File: src/rtl/mem_arbiter.sv
// mem_arbiter: shares one memory bus between a 6502-style CPU and a DMA engine.
// Each access runs through IDLE -> LOAD -> [WAIT] -> COMPLETE, with wait states
// picked from the address decode that comes back for the registered bus_addr.
// DMA wins when the CPU is idle or after DMA_MAX_WAIT back-to-back CPU grants.
module mem_arbiter #(
  parameter int SDRAM_WAIT   = 2,
  parameter int ROM_WAIT     = 1,
  parameter int IO_WAIT      = 0,
  parameter int DMA_MAX_WAIT = 4
) (
  input  logic        clk,
  input  logic        rst_n,
  input  logic        cpu_req,
  input  logic [15:0] cpu_addr,
  input  logic        cpu_we,
  output logic        cpu_rdy,
  input  logic        dma_req,
  input  logic [15:0] dma_addr,
  input  logic        dma_we,
  output logic        dma_gnt,
  output logic        dma_done,
  input  logic        sdram_cs,
  input  logic        rom_cs,
  output logic [15:0] bus_addr,
  output logic        bus_we,
  output logic        bus_sel,
  output logic        bus_active,
  output logic        bus_strobe
);

  typedef enum logic [1:0] {IDLE, LOAD, WAIT, COMPLETE} state_t;

  localparam logic [7:0] SDRAM_W = 8'(SDRAM_WAIT);
  localparam logic [7:0] ROM_W   = 8'(ROM_WAIT);
  localparam logic [7:0] IO_W    = 8'(IO_WAIT);
  localparam logic [4:0] DMA_MAX = 5'(DMA_MAX_WAIT);

  state_t      state, state_nxt;
  logic [7:0]  wait_cnt, wait_nxt;
  logic [7:0]  load_val;
  logic [3:0]  starve_cnt, starve_nxt;
  logic        grant_cpu, grant_dma;

  // Wait-state selection from the decoder; SDRAM wins if both selects are high
  always_comb begin
    load_val = IO_W;
    if (sdram_cs)    load_val = SDRAM_W;
    else if (rom_cs) load_val = ROM_W;
  end

  // Next-state, grant decision and wait counter update
  always_comb begin
    state_nxt = state;
    wait_nxt  = wait_cnt;
    grant_cpu = 1'b0;
    grant_dma = 1'b0;
    case (state)
      IDLE: begin
        if (dma_req && (!cpu_req || ({1'b0, starve_cnt} >= DMA_MAX))) begin
          grant_dma = 1'b1;
          state_nxt = LOAD;
        end else if (cpu_req) begin
          grant_cpu = 1'b1;
          state_nxt = LOAD;
        end
      end
      LOAD: begin
        wait_nxt  = load_val;
        state_nxt = (load_val == 8'd0) ? COMPLETE : WAIT;
      end
      WAIT: begin
        if (wait_cnt == 8'd1) begin
          wait_nxt  = 8'd0;
          state_nxt = COMPLETE;
        end else begin
          wait_nxt  = wait_cnt - 8'd1;
        end
      end
      COMPLETE: state_nxt = IDLE;
      default:  state_nxt = IDLE;
    endcase
  end

  // Starvation counter: counts CPU grants taken while DMA is waiting
  always_comb begin
    starve_nxt = starve_cnt;
    if (!dma_req || grant_dma)          starve_nxt = 4'd0;
    else if (grant_cpu && starve_cnt != 4'hf) starve_nxt = starve_cnt + 4'd1;
  end

  // Control state registers
  always_ff @(posedge clk or negedge rst_n) begin
    if (!rst_n) begin
      state      <= IDLE;
      wait_cnt   <= 8'd0;
      starve_cnt <= 4'd0;
    end else begin
      state      <= state_nxt;
      wait_cnt   <= wait_nxt;
      starve_cnt <= starve_nxt;
    end
  end

  // Bus owner, address and direction captured only at grant, held until the next one
  always_ff @(posedge clk or negedge rst_n) begin
    if (!rst_n) begin
      bus_addr <= 16'd0;
      bus_we   <= 1'b0;
      bus_sel  <= 1'b0;
    end else if (grant_dma) begin
      bus_addr <= dma_addr;
      bus_we   <= dma_we;
      bus_sel  <= 1'b1;
    end else if (grant_cpu) begin
      bus_addr <= cpu_addr;
      bus_we   <= cpu_we;
      bus_sel  <= 1'b0;
    end
  end

  // Status outputs decoded from the current state
  always_comb begin
    bus_active = (state != IDLE);
    bus_strobe = (state == COMPLETE);
    dma_gnt    = bus_active && bus_sel;
    dma_done   = bus_strobe && bus_sel;
    cpu_rdy    = !cpu_req || (bus_strobe && !bus_sel);
  end

endmodule

File: config.mk
export PLATFORM = sky130hd
export DESIGN_NAME = mem_arbiter
export DESIGN_NICKNAME = d
export VERILOG_FILES = /design/src/rtl/mem_arbiter.sv
export SDC_FILE = /design/constraint.sdc
export NUM_CORES = 1
export LEC_CHECK = 0
export CAP_MARGIN = 20
export CORE_MARGIN = 5
export CORE_UTILIZATION = 39
export DETAILED_ROUTE_END_ITERATION = 12
export PLACE_DENSITY = 0.83
export SYNTH_ARGS = -nofsm -noshare
export SYNTH_HDL_FRONTEND = slang
export SYNTH_SLANG_ARGS = --single-unit
File: constraint.sdc
create_clock -name clk -period 1.96 [get_ports clk]
set_clock_uncertainty 0.2 [all_clocks]
set_input_delay 0.49 -clock clk [delete_from_list [all_inputs] [get_ports clk]]
set_output_delay 0.49 -clock clk [all_outputs]
set_load 0.05 [all_outputs]
After elaboration in Yosys (flattened, before gate mapping):

Cells that the tools add are included.

* bits in registers: 32
* bits in latches: 0
* bits in writable memories: 0
* memory bits (read-only): 0
* output and inout port bits: 23
* logic and storage cells: 56
* memories: 0

* add/subtract/negate cells: 2
* multiply operators: 0
* divide/modulo/power cells: 0
* magnitude comparators: 1
* eq/ne operators: 7
* shift-type cells: 0
* muxes and demuxes: 22
* bitwise operators: 0
* reduce and logical (&&, ||, !) cells: 18

Operators by type and width (number)
* $mux W16: 2
* $mux W8: 2
* $pmux W8 S2: 1
* $mux W1: 11
* $eq A8 B1 Y1 const B: 1
* $logic_not A8 Y1: 1
* $mux W4: 2
* $pmux W2 S4: 1
* $reduce_bool A2 Y1: 4
* $sub A8 B1 Y8 const B: 1
* $mux W2: 3
* $logic_and A1 B1 Y1: 5
* $add A4 B1 Y4 const B: 1
* $eq A2 B2 Y1 const B: 2
* $ge A4 B3 Y1 const B: 1
* $ne A4 B4 Y1 const B: 1
* $logic_not A1 Y1: 3
* $logic_or A1 B1 Y1: 3
* $ne A3 B3 Y1 const B: 1
* $eq A2 B1 Y1 const B: 1
* $logic_not A2 Y1: 1
* $ne A2 B2 Y1 const B: 1
* $reduce_and A2 Y1: 1

Longest topological paths before layout:

Gate-level depths: netlist of run 1.

* word-level depth: 8
* gate-level depth with buffers: 8
* mapped depth without buffers: 6

Least setup slack after synthesis of run 1:

OpenSTA, ideal clock, no wires.

* path kind: register to output
* from: reg state[0]
* to: out cpu_rdy
* data arrival time: 2088 ps
* data required time: 1270 ps
* setup slack: -818 ps
* stages on the path, launching flop included: 4
* path buffers: 0
* path through: dfrtp_1 > ha_1 > inv_1 > o21ai_0

* cells in the longest elaborated chain, start to end: 3

RTL lines
* start, declared: line 38 `state_t state, state_nxt;`
* start signal, assigned: line 98 `state <= state_nxt;`
* $eq A2 B2 Y1: line 124 `bus_strobe = (state == COMPLETE);`
* named net bus_strobe: line 28 `output logic bus_strobe`
* $logic_and A1 B1 Y1: line 127 `cpu_rdy = !cpu_req || (bus_strobe && !bus_sel);`
* $logic_or A1 B1 Y1: line 127
* end, declared: line 16 `output logic cpu_rdy,`

The timed path passes the listed nets, and every way through them passes these cells.

Worst setup path in the final report of run 1:

* from: reg state[0]
* to: out bus_active

* cells in the longest elaborated chain, start to end: 1

RTL lines
* $reduce_bool A2 Y1: line 123 `bus_active = (state != IDLE);`
* end, declared: line 27 `output logic bus_active,`

No other way between the ends.

==> results of run 1 <==
==> worst register-to-register path, stage by stage, from the launching register on <==
cell and delay (ns):
dfrtp_2 0.42, inv_2 0.06, ha_4 0.18, clkinvlp_4 0.10, buf_4 0.11, a21o_1 0.13
nor2_4 0.06, buf_12 0.15, a221o_1 0.35
==> timing repair <==
action                                  in CTS  in global routing
setup buffers                                4                  3
pin swaps                                    2                  2
gates resized for setup                      6                  6
endpoints found under the setup margin       4                 23
==> flip-flops by register name, summed over array words and instances, names as in the netlist <==
register    cells
wait_cnt        8
bus_sel         1
starve_cnt      4
bus_addr       16
state           2
bus_we          1
==> cells by family (layout without fill, tap and decap cells) <==
kind of cell             after synthesis  count (layout)  share of synthesized area (%)
multiplexers                           2               2                           1.23
flip-flops                            32              32                           49.2
AND/OR/NAND/NOR                       52              52                           17.9
buffers and inverters                 18             105                           5.00
AO/OA/AOI/OAI                         39              39                           19.1
adder cells (fa/ha/maj)                7               7                           5.38
XOR/XNOR                               4               4                           2.15
==> placed cells by master (no fill, tap or decap), types with 5 or more instances in the layout <==
cell type	Yosys	routed
a21oi_1	7	7
a221o_1	17	17
and2_0	9	9
and2_1	9	8
buf_12	0	8
buf_4	1	38
clkbuf_8	0	5
clkdlybuf4s50_1	0	38
dfrtp_1	32	30
ha_1	7	5
inv_1	12	8
nand2_1	9	9
nor2_1	9	9
==> worst paths after layout <==
check / start / cells past startpoint / to / slack [ns]
min: starve_cnt[1] / 2 / starve_cnt[1] / 0.35
min reg2reg: starve_cnt[1] / 2 / starve_cnt[1] / 0.35
max reg2reg: state[1] / 8 / bus_addr[3] / 0.07
max in group asynchronous: rst_n / 2 / state[0] / 0.86
max: state[0] / 4 / bus_active / -0.02
min in group asynchronous: rst_n / 2 / bus_we / 0.39
==> metal layers <==
layer | vias to the layer above | part of all wire [%]
met5 | - | 0
met1 | 753 | 41
li1 | 722 | -
met2 | 62 | 48
met4 | 0 | 2.2
met3 | 10 | 8.8
==> metrics by stage <==
step	hold slack [ns]	TNS (ns)	cells	area, um^2
4_1_cts	0.352	-0.0265	288	2630
5_1_grt	0.387	-0.125	291	2670
3_3_place_gp	0.315	-2.85	276	2470
2_1_floorplan	-0.00559	-0.0863	154	1660
6_report	0.349	-0.0198	291	2670
3_5_place_dp	0.335	-3.57	276	2470
==> final cells by class <==
type	instances	area (um^2)	area share [%]
timing repair buffer	85	835	31.3
sequential	32	803	30.1
multi-input combinational	104	802	30.1
clock buffer	5	68.8	2.58
tap	50	62.6	2.35
inverter	12	51.3	1.92
clock inverter	3	42.5	1.60
==> where the power goes <==
group          internal (mW)  total [mW]  switching (mW)
Clock                  0.376       0.640           0.264
Sequential             0.939        1.16           0.218
Combinational           1.34        3.03            1.69
==> results_dict.tcl, run 1 <==
set metrics [dict create \
    outcome "finished with violations" \
    violations "negative setup slack" \
    antenna_found_initial 0 \
    die_area_um2 5570 \
    use_met2_pct 29.4 \
    ant_nets 0 \
    slew_headroom_pct 73.4 \
    setup_viol 1 \
    max_stage_delay_ns 0.45 \
    fmax_mhz 505 \
    synth_commonest_cells "dfrtp_1 (32), a221o_1 (17), inv_1 (12)" \
    netlist_instances 154 \
    worst_setup_path_end_kind "output pin" \
    wirelength_um 4730 \
    crit_family "flip-flops" \
    viasPerCell 5.32 \
    hold_viol 0 \
    synth_edf_count 0 \
    syn2layout_area_growth_pct 63.7 \
    cp_slowest_cell "dfrtp_2" \
    avgRoutedWirePerCell_um 16.2 \
    final_nets 287 \
    place_hpwl_um 3500 \
    period_share_pct 101 \
    num_vias 1547 \
    synth_top_area_share_pct 49.2 \
    grt_use_total_pct 17.7 \
    grt_max_degree 33 \
    drive_above_1_share_pct 29.9 \
    htree_levels 2 \
    die_h_um 74.6 \
    syn_area_um2 1630 \
    layout_setup_ws_ns -0.0198 \
    cts_tree "done" \
    top_usage_layer "met2" \
    die_x_um 74.6 \
    place_ws_ns -0.204 \
    grt_pass1_vias 1542 \
    synthTopCellsByArea "dfrtp_1 (49%), a221o_1 (10%), ha_1 (5.4%)" \
    min_path_type "flip-flop to flip-flop" \
    syn_avg_cell_area_um2 10.6 \
    synth_top_area_cell "dfrtp_1" \
    synth_most_common_cell "dfrtp_1" \
    cp_num_buf_inv 3 \
    overflow 0 \
    synth_cell_types 35 \
    cap_violations 0 \
    grtUsageMet3_pct 4.19 \
    rsz0062_at_grt "yes" \
    gp_congestion 0.829 \
    synthFlopType "dfrtp_1" \
    diodes 0 \
    port_buffers 62 \
    rows 23 \
    ys.warnings.count 0 \
    ys_ff_latch 32 \
    use_met1_pct 22.3 \
    ioPinCount 63 \
    start_util_pct 40.4 \
    worstSetupPathType "flip-flop to output pin" \
    cp_max_fo 4 \
    clock-sinks 32 \
    synth-seq-area-share_pct 49.2 \
    drtIter0Drc 75 \
    cts_hold_buf 0 \
    insertion_delay_ns 0.29 \
    cts_buffers 5 \
    tightest_slew_ns 0.399 \
    synth_fp_nets 201 \
    critPathLaunchType "flip-flop" \
    cp_cell_sequence "inv_4 -> ha_4 -> clkinvlp_4 -> buf_12" \
    fillers 323 \
    maxSlewViolCount 0 \
    leakagePower_nw 1.23 \
    cts_root_buf "clkbuf_8" \
    clk_path_buf_depth 2 \
    crit_required_ns 1.27 \
    arrival_ns 1.29 \
    drt-pass1-iter-count 4 \
    irDropWorstVdd_uv 1250 \
    cts.clk_slew.worst_paths_ns 0.07 \
    period_needed_ns 1.98 \
    power_density_nw_per_um2 1810 \
    drcViolationCount 0 \
    power_mw 4.83 \
    grt_pass1_wl_um 7330 \
    fin_util_pct 66.1 \
    async_reset_ff_share_pct 100 \
    core_um2 4030 \
]
Note: power is estimated with default switching activity, not from simulation.
==> run 2, diff against run 1 <==
==> constraint.sdc (replaced) <==
create_clock -name clk -period 1.7 [get_ports clk]
set_clock_uncertainty 0.2 [all_clocks]
set_input_delay 0.425 -clock clk [delete_from_list [all_inputs] [get_ports clk]]
set_output_delay 0.425 -clock clk [all_outputs]
set_load 0.05 [all_outputs]
==> results_dict.tcl, run 2 (same netlist as run 1, synthesis figures left out) <==
set metrics [dict create \
    maxSlewViolCount 0 \
    cts_root_buf "clkbuf_8" \
    crit_family "flip-flops" \
    final_area_um2 3170 \
    cp_num_buf_inv 4 \
    rows 23 \
    cp_cell_sequence "inv_2 -> ha_4 -> clkinvlp_4 -> buf_6 -> buf_12" \
    cp_slowest_cell "dfrtp_2" \
    regMostFlops "bus_addr" \
    irDropWorstVdd_uv 1150 \
    top_usage_layer "met2" \
    grt_max_degree 33 \
    violations "negative setup slack" \
    tightest_slew_ns 0.311 \
    leakagePower_nw 1.42 \
    antenna_found_initial 0 \
    cts.clk_slew.worst_paths_ns 0.07 \
    start_util_pct 40.4 \
    place_hpwl_um 3620 \
    die_h_um 74.6 \
    ant_nets 0 \
    viasPerCell 5.38 \
    wirelength_um 5700 \
    register_area_um2 802 \
    worstSetupPathType "flip-flop to output pin" \
    clock-sinks 32 \
    drcViolationCount 0 \
    crit_cells 5 \
    cap_violations 0 \
    drt-pass1-iter-count 4 \
    die_x_um 74.6 \
    cp_max_fo 3 \
    arrival_ns 1.33 \
    htree_levels 2 \
    final_cell_mix "clkdlybuf4s50_1 (38), buf_4 (33), dfrtp_1 (31)" \
    drive_above_1_share_pct 40.1 \
    use_met2_pct 35.5 \
    cts_tree "done" \
    rsz0062_at_grt "yes" \
    period_needed_ns 1.96 \
    clk_path_buf_depth 2 \
    timing.reg2reg.worst_path_depth 9 \
    hold_viol 0 \
    max_stage_delay_ns 0.44 \
    drtIter0Drc 80 \
    cts_buffers 5 \
    critPathLaunchType "flip-flop" \
    regToRegSetupSlack_ns -0.25 \
    power_mw 6.84 \
    ioPinCount 63 \
    crit_required_ns 1.07 \
    final_nets 308 \
    fillers 231 \
    die_area_um2 5570 \
    layout.cells.most_common "clkdlybuf4s50_1" \
    cts_hold_buf 0 \
    grt_use_total_pct 19.6 \
    r2r_start "state[1]" \
    use_met1_pct 22.4 \
    period_share_pct 115 \
    reg_top3 "bus_addr: 16 flops, wait_cnt: 8 flops, starve_cnt: 4 flops" \
    core_um2 4030 \
    setup_viol 29 \
    insertion_delay_ns 0.28 \
    holdWs_ns 0.304 \
    port_buffers 62 \
    gp_congestion 0.794 \
    syn2layout_area_growth_pct 94.8 \
    grtUsageMet3_pct 3.78 \
    fmax_mhz 511 \
    layout_setup_ws_ns -0.258 \
    grt_pass1_vias 1685 \
    avgRoutedWirePerCell_um 18.3 \
    place_area_um2 2780 \
    worst_setup_path_end_kind "output pin" \
    overflow 0 \
    power_density_nw_per_um2 2160 \
    num_vias 1680 \
    multi_input_comb_area_um2 908 \
    slew_headroom_pct 79.0 \
    outcome "finished with violations" \
    diodes 0 \
    grt_pass1_wl_um 8070 \
    min_path_type "primary input to asynchronous set/reset pin" \
    largest_reg_flops 16 \
    rr_endpoint "starve_cnt[3]" \
]
==> run 2: area by class of cell <==
cell class / count / share of cell area (%)
flip-flops and latches: 32 / 25.3
repair buffers: 106 / 39.1
clock inverters: 2 / 1.10
multi-input cells: 104 / 28.7
well taps: 50 / 1.97
inverters: 12 / 1.54
clock buffers: 6 / 2.29
==> run 2: per-layer routing <==
metal / wire (um) / vias up
met5: 0 / -
met4: 103 / 0
met3: 450 / 12
met2: 3020 / 73
met1: 2120 / 826
li1: - / 769
==> run 2: power by group <==
group | internal [mW] | switching [mW] | leakage [nW]
clock | 0.435 | 0.284 | 0.0552
combinational | 2.45 | 2.24 | 0.960
sequential | 1.08 | 0.356 | 0.405
total | 3.96 | 2.88 | 1.42
==> run 2: per-stage QoR <==
step	util, %	setup WS [ns]	TNS [ns]	cells
after floorplan	-	-0.224	-3.62	154
after global placement	69.0	-0.292	-6.33	288
after detailed placement	69.0	-0.315	-7.10	288
after CTS	75.5	-0.279	-3.42	305
after global routing	78.7	-0.295	-7.16	312
final	78.7	-0.258	-5.50	312
==> run 2: worst reg2reg max path, cell delays in order (launching register included) <==
cell and delay [ns]:
dfrtp_2 0.44, inv_2 0.09, ha_4 0.17, clkinvlp_4 0.09, buf_4 0.14, buf_6 0.10
a21o_1 0.19, buf_6 0.12, buf_4 0.13, and3_4 0.17
==> run 2: worst max-delay path by stage <==
stage	start	to	slack, ns
floorplan	state[0]	bus_addr[10]	-0.22
global placement	cpu_req	bus_addr[9]	-0.29
detailed placement	cpu_req	bus_addr[6]	-0.31
CTS	state[1]	bus_active	-0.28
global route	state[1]	bus_active	-0.30
finish	state[1]	bus_active	-0.26
==> run 2: timing repair <==
item | CTS | global route
cloned | 0 | 2
endpoints found under the setup margin | 30 | 35
pin swaps | 10 | 2
setup buffers | 9 | 5
gates resized for setup | 18 | 16
==> run 3, diff against run 2 <==
--- a/config.mk
+++ b/config.mk
@@ -7,9 +7,9 @@
 export LEC_CHECK = 0
 export CAP_MARGIN = 20
 export CORE_MARGIN = 5
-export CORE_UTILIZATION = 39
+export CORE_UTILIZATION = 40
 export DETAILED_ROUTE_END_ITERATION = 12
-export PLACE_DENSITY = 0.83
+export PLACE_DENSITY = 0.82
 export SYNTH_ARGS = -nofsm -noshare
 export SYNTH_HDL_FRONTEND = slang
 export SYNTH_SLANG_ARGS = --single-unit
==> constraint.sdc (replaced) <==
create_clock -name clk -period 2.04 [get_ports clk]
set_clock_uncertainty 0.2 [all_clocks]
set_input_delay 0.51 -clock clk [delete_from_list [all_inputs] [get_ports clk]]
set_output_delay 0.51 -clock clk [all_outputs]
set_load 0.05 [all_outputs]
==> results_dict.tcl, run 3 (same netlist as run 1, synthesis figures left out) <==
set metrics [dict create \
    setup_viol 0 \
    cp_slowest_cell "dfrtp_1" \
    period_needed_ns 2.00 \
    diodes 0 \
    fin_util_pct 64.1 \
    start_util_pct 41.0 \
    place_ws_ns -0.133 \
    cts_tree "done" \
    regMostFlops "bus_addr" \
    reg_top3 "bus_addr: 16 flops, wait_cnt: 8 flops, starve_cnt: 4 flops" \
    power.share.combinational_pct 63.9 \
    grt_use_total_pct 16.3 \
    switching_power_mw 1.97 \
    internal_power_mw 2.32 \
    outcome "finished clean" \
    fillers 331 \
    avgRoutedWirePerCell_um 14.9 \
    die_area_um2 5440 \
    tightest_slew_ns 0.406 \
    min_path_type "flip-flop to flip-flop" \
    grt_max_degree 33 \
    die_x_um 73.8 \
    clock-sinks 32 \
    largest_reg_flops 16 \
    power_frac_clock_pct 10.6 \
    holdWs_ns 0.327 \
    max_stage_delay_ns 0.40 \
    wirelength_um 4190 \
    drt-pass1-iter-count 4 \
    slew_headroom_pct 72.9 \
    final_cell_mix "clkdlybuf4s50_1 (38), dfrtp_1 (31), buf_4 (28)" \
    cts_root_buf "clkbuf_8" \
    viasPerCell 5.10 \
    cts_hold_buf 0 \
    drive_above_1_share_pct 23.8 \
    rows 23 \
    ioPinCount 63 \
    die_h_um 73.8 \
    placedCellCount 270 \
    clk_path_buf_depth 2 \
    drcViolationCount 0 \
    final_cell_count_no_fill 281 \
    layout.cells.most_common "clkdlybuf4s50_1" \
    fmax_mhz 500 \
    gp_congestion 0.753 \
    num_vias 1433 \
    timing.reg2reg.worst_path_depth 7 \
    power_density_nw_per_um2 1680 \
    pwr-share-seq_pct 25.5 \
    cp_max_fo 4 \
    grt_pass1_wl_um 6710 \
    critPathLaunchType "flip-flop" \
    crit_family "buffers and inverters" \
    grt_pass1_vias 1459 \
    drtIter0Drc 68 \
    holdPathStages 1 \
    core_um2 3970 \
    cp_num_buf_inv 3 \
    insertion_delay_ns 0.28 \
    cp_cell_sequence "inv_1 -> ha_4 -> clkinvlp_4 -> buf_12" \
    cts_buffers 5 \
    rsz0062_at_grt "yes" \
    place_area_um2 2400 \
    syn2layout_area_growth_pct 56.5 \
    power_mw 4.29 \
    leakagePower_nw 1.17 \
    worst_setup_path_end_kind "output pin" \
    final_nets 278 \
    htree_levels 2 \
    place_hpwl_um 3070 \
    worstSetupPathType "flip-flop to output pin" \
    cap_violations 0 \
    final_area_um2 2550 \
    tns_ns 0 \
    arrival_ns 1.29 \
    layout_setup_ws_ns 0.0419 \
    hold_viol 0 \
    overflow 0 \
    irDropWorstVdd_uv 775 \
    port_buffers 62 \
    cts.clk_slew.worst_paths_ns 0.06 \
    crit_required_ns 1.33 \
    ant_nets 0 \
    antenna_found_initial 0 \
    period_share_pct 97.9 \
    maxSlewViolCount 0 \
    crit_cells 4 \
    switching_share_pct 45.9 \
]
==> run 3: power by group through the flow <==
stage | combinational [mW] | sequential, mW | clock [mW]
CTS | 2.71 | 1.09 | 0.469
floorplan | 1.14 | 1.66 | 0
detailed placement | 2.67 | 1.08 | 0
finish | 2.74 | 1.09 | 0.453
global placement | 2.60 | 1.08 | 0
global route | 2.95 | 1.13 | 0.492
==> run 3: final cells by class <==
| class | instances | area [um^2] | area share, % |
|---|---|---|---|
| Clock inverter | 1 | 5.00 | 0.196 |
| Timing Repair Buffer | 76 | 771 | 30.3 |
| Tap cell | 50 | 62.6 | 2.46 |
| Sequential cell | 32 | 802 | 31.5 |
| Inverter | 12 | 51.3 | 2.01 |
| Clock buffer | 6 | 72.6 | 2.85 |
| Multi-Input combinational cell | 104 | 783 | 30.7 |
==> run 3: per-layer routing <==
layer,track usage [%],routed length [um],vias to the layer above
met2,26.8,2080,44
met3,6.16,278,10
met1,19.1,1740,675
li1,-,-,704
met5,0,0,-
met4,6.44,100,0
==> run 3: timing repair <==
| item | in CTS | in global routing |
|---|---|---|
| setup endpoints to repair | 9 | 19 |
| resized for setup | 5 | 3 |
| pin swaps | 1 | 2 |
| setup buffers | 0 | 4 |
==> run 3: path summary, 6_finish.rpt <==
check	start	to	slack (ns)
min	wait_cnt[6]	wait_cnt[6]	0.33
max reg2reg	state[0]	bus_addr[4]	0.17
min reg2reg	wait_cnt[6]	wait_cnt[6]	0.33
min in group asynchronous	rst_n	bus_addr[5]	0.43
max in group asynchronous	rst_n	state[1]	0.90
max	state[0]	bus_active	0.04
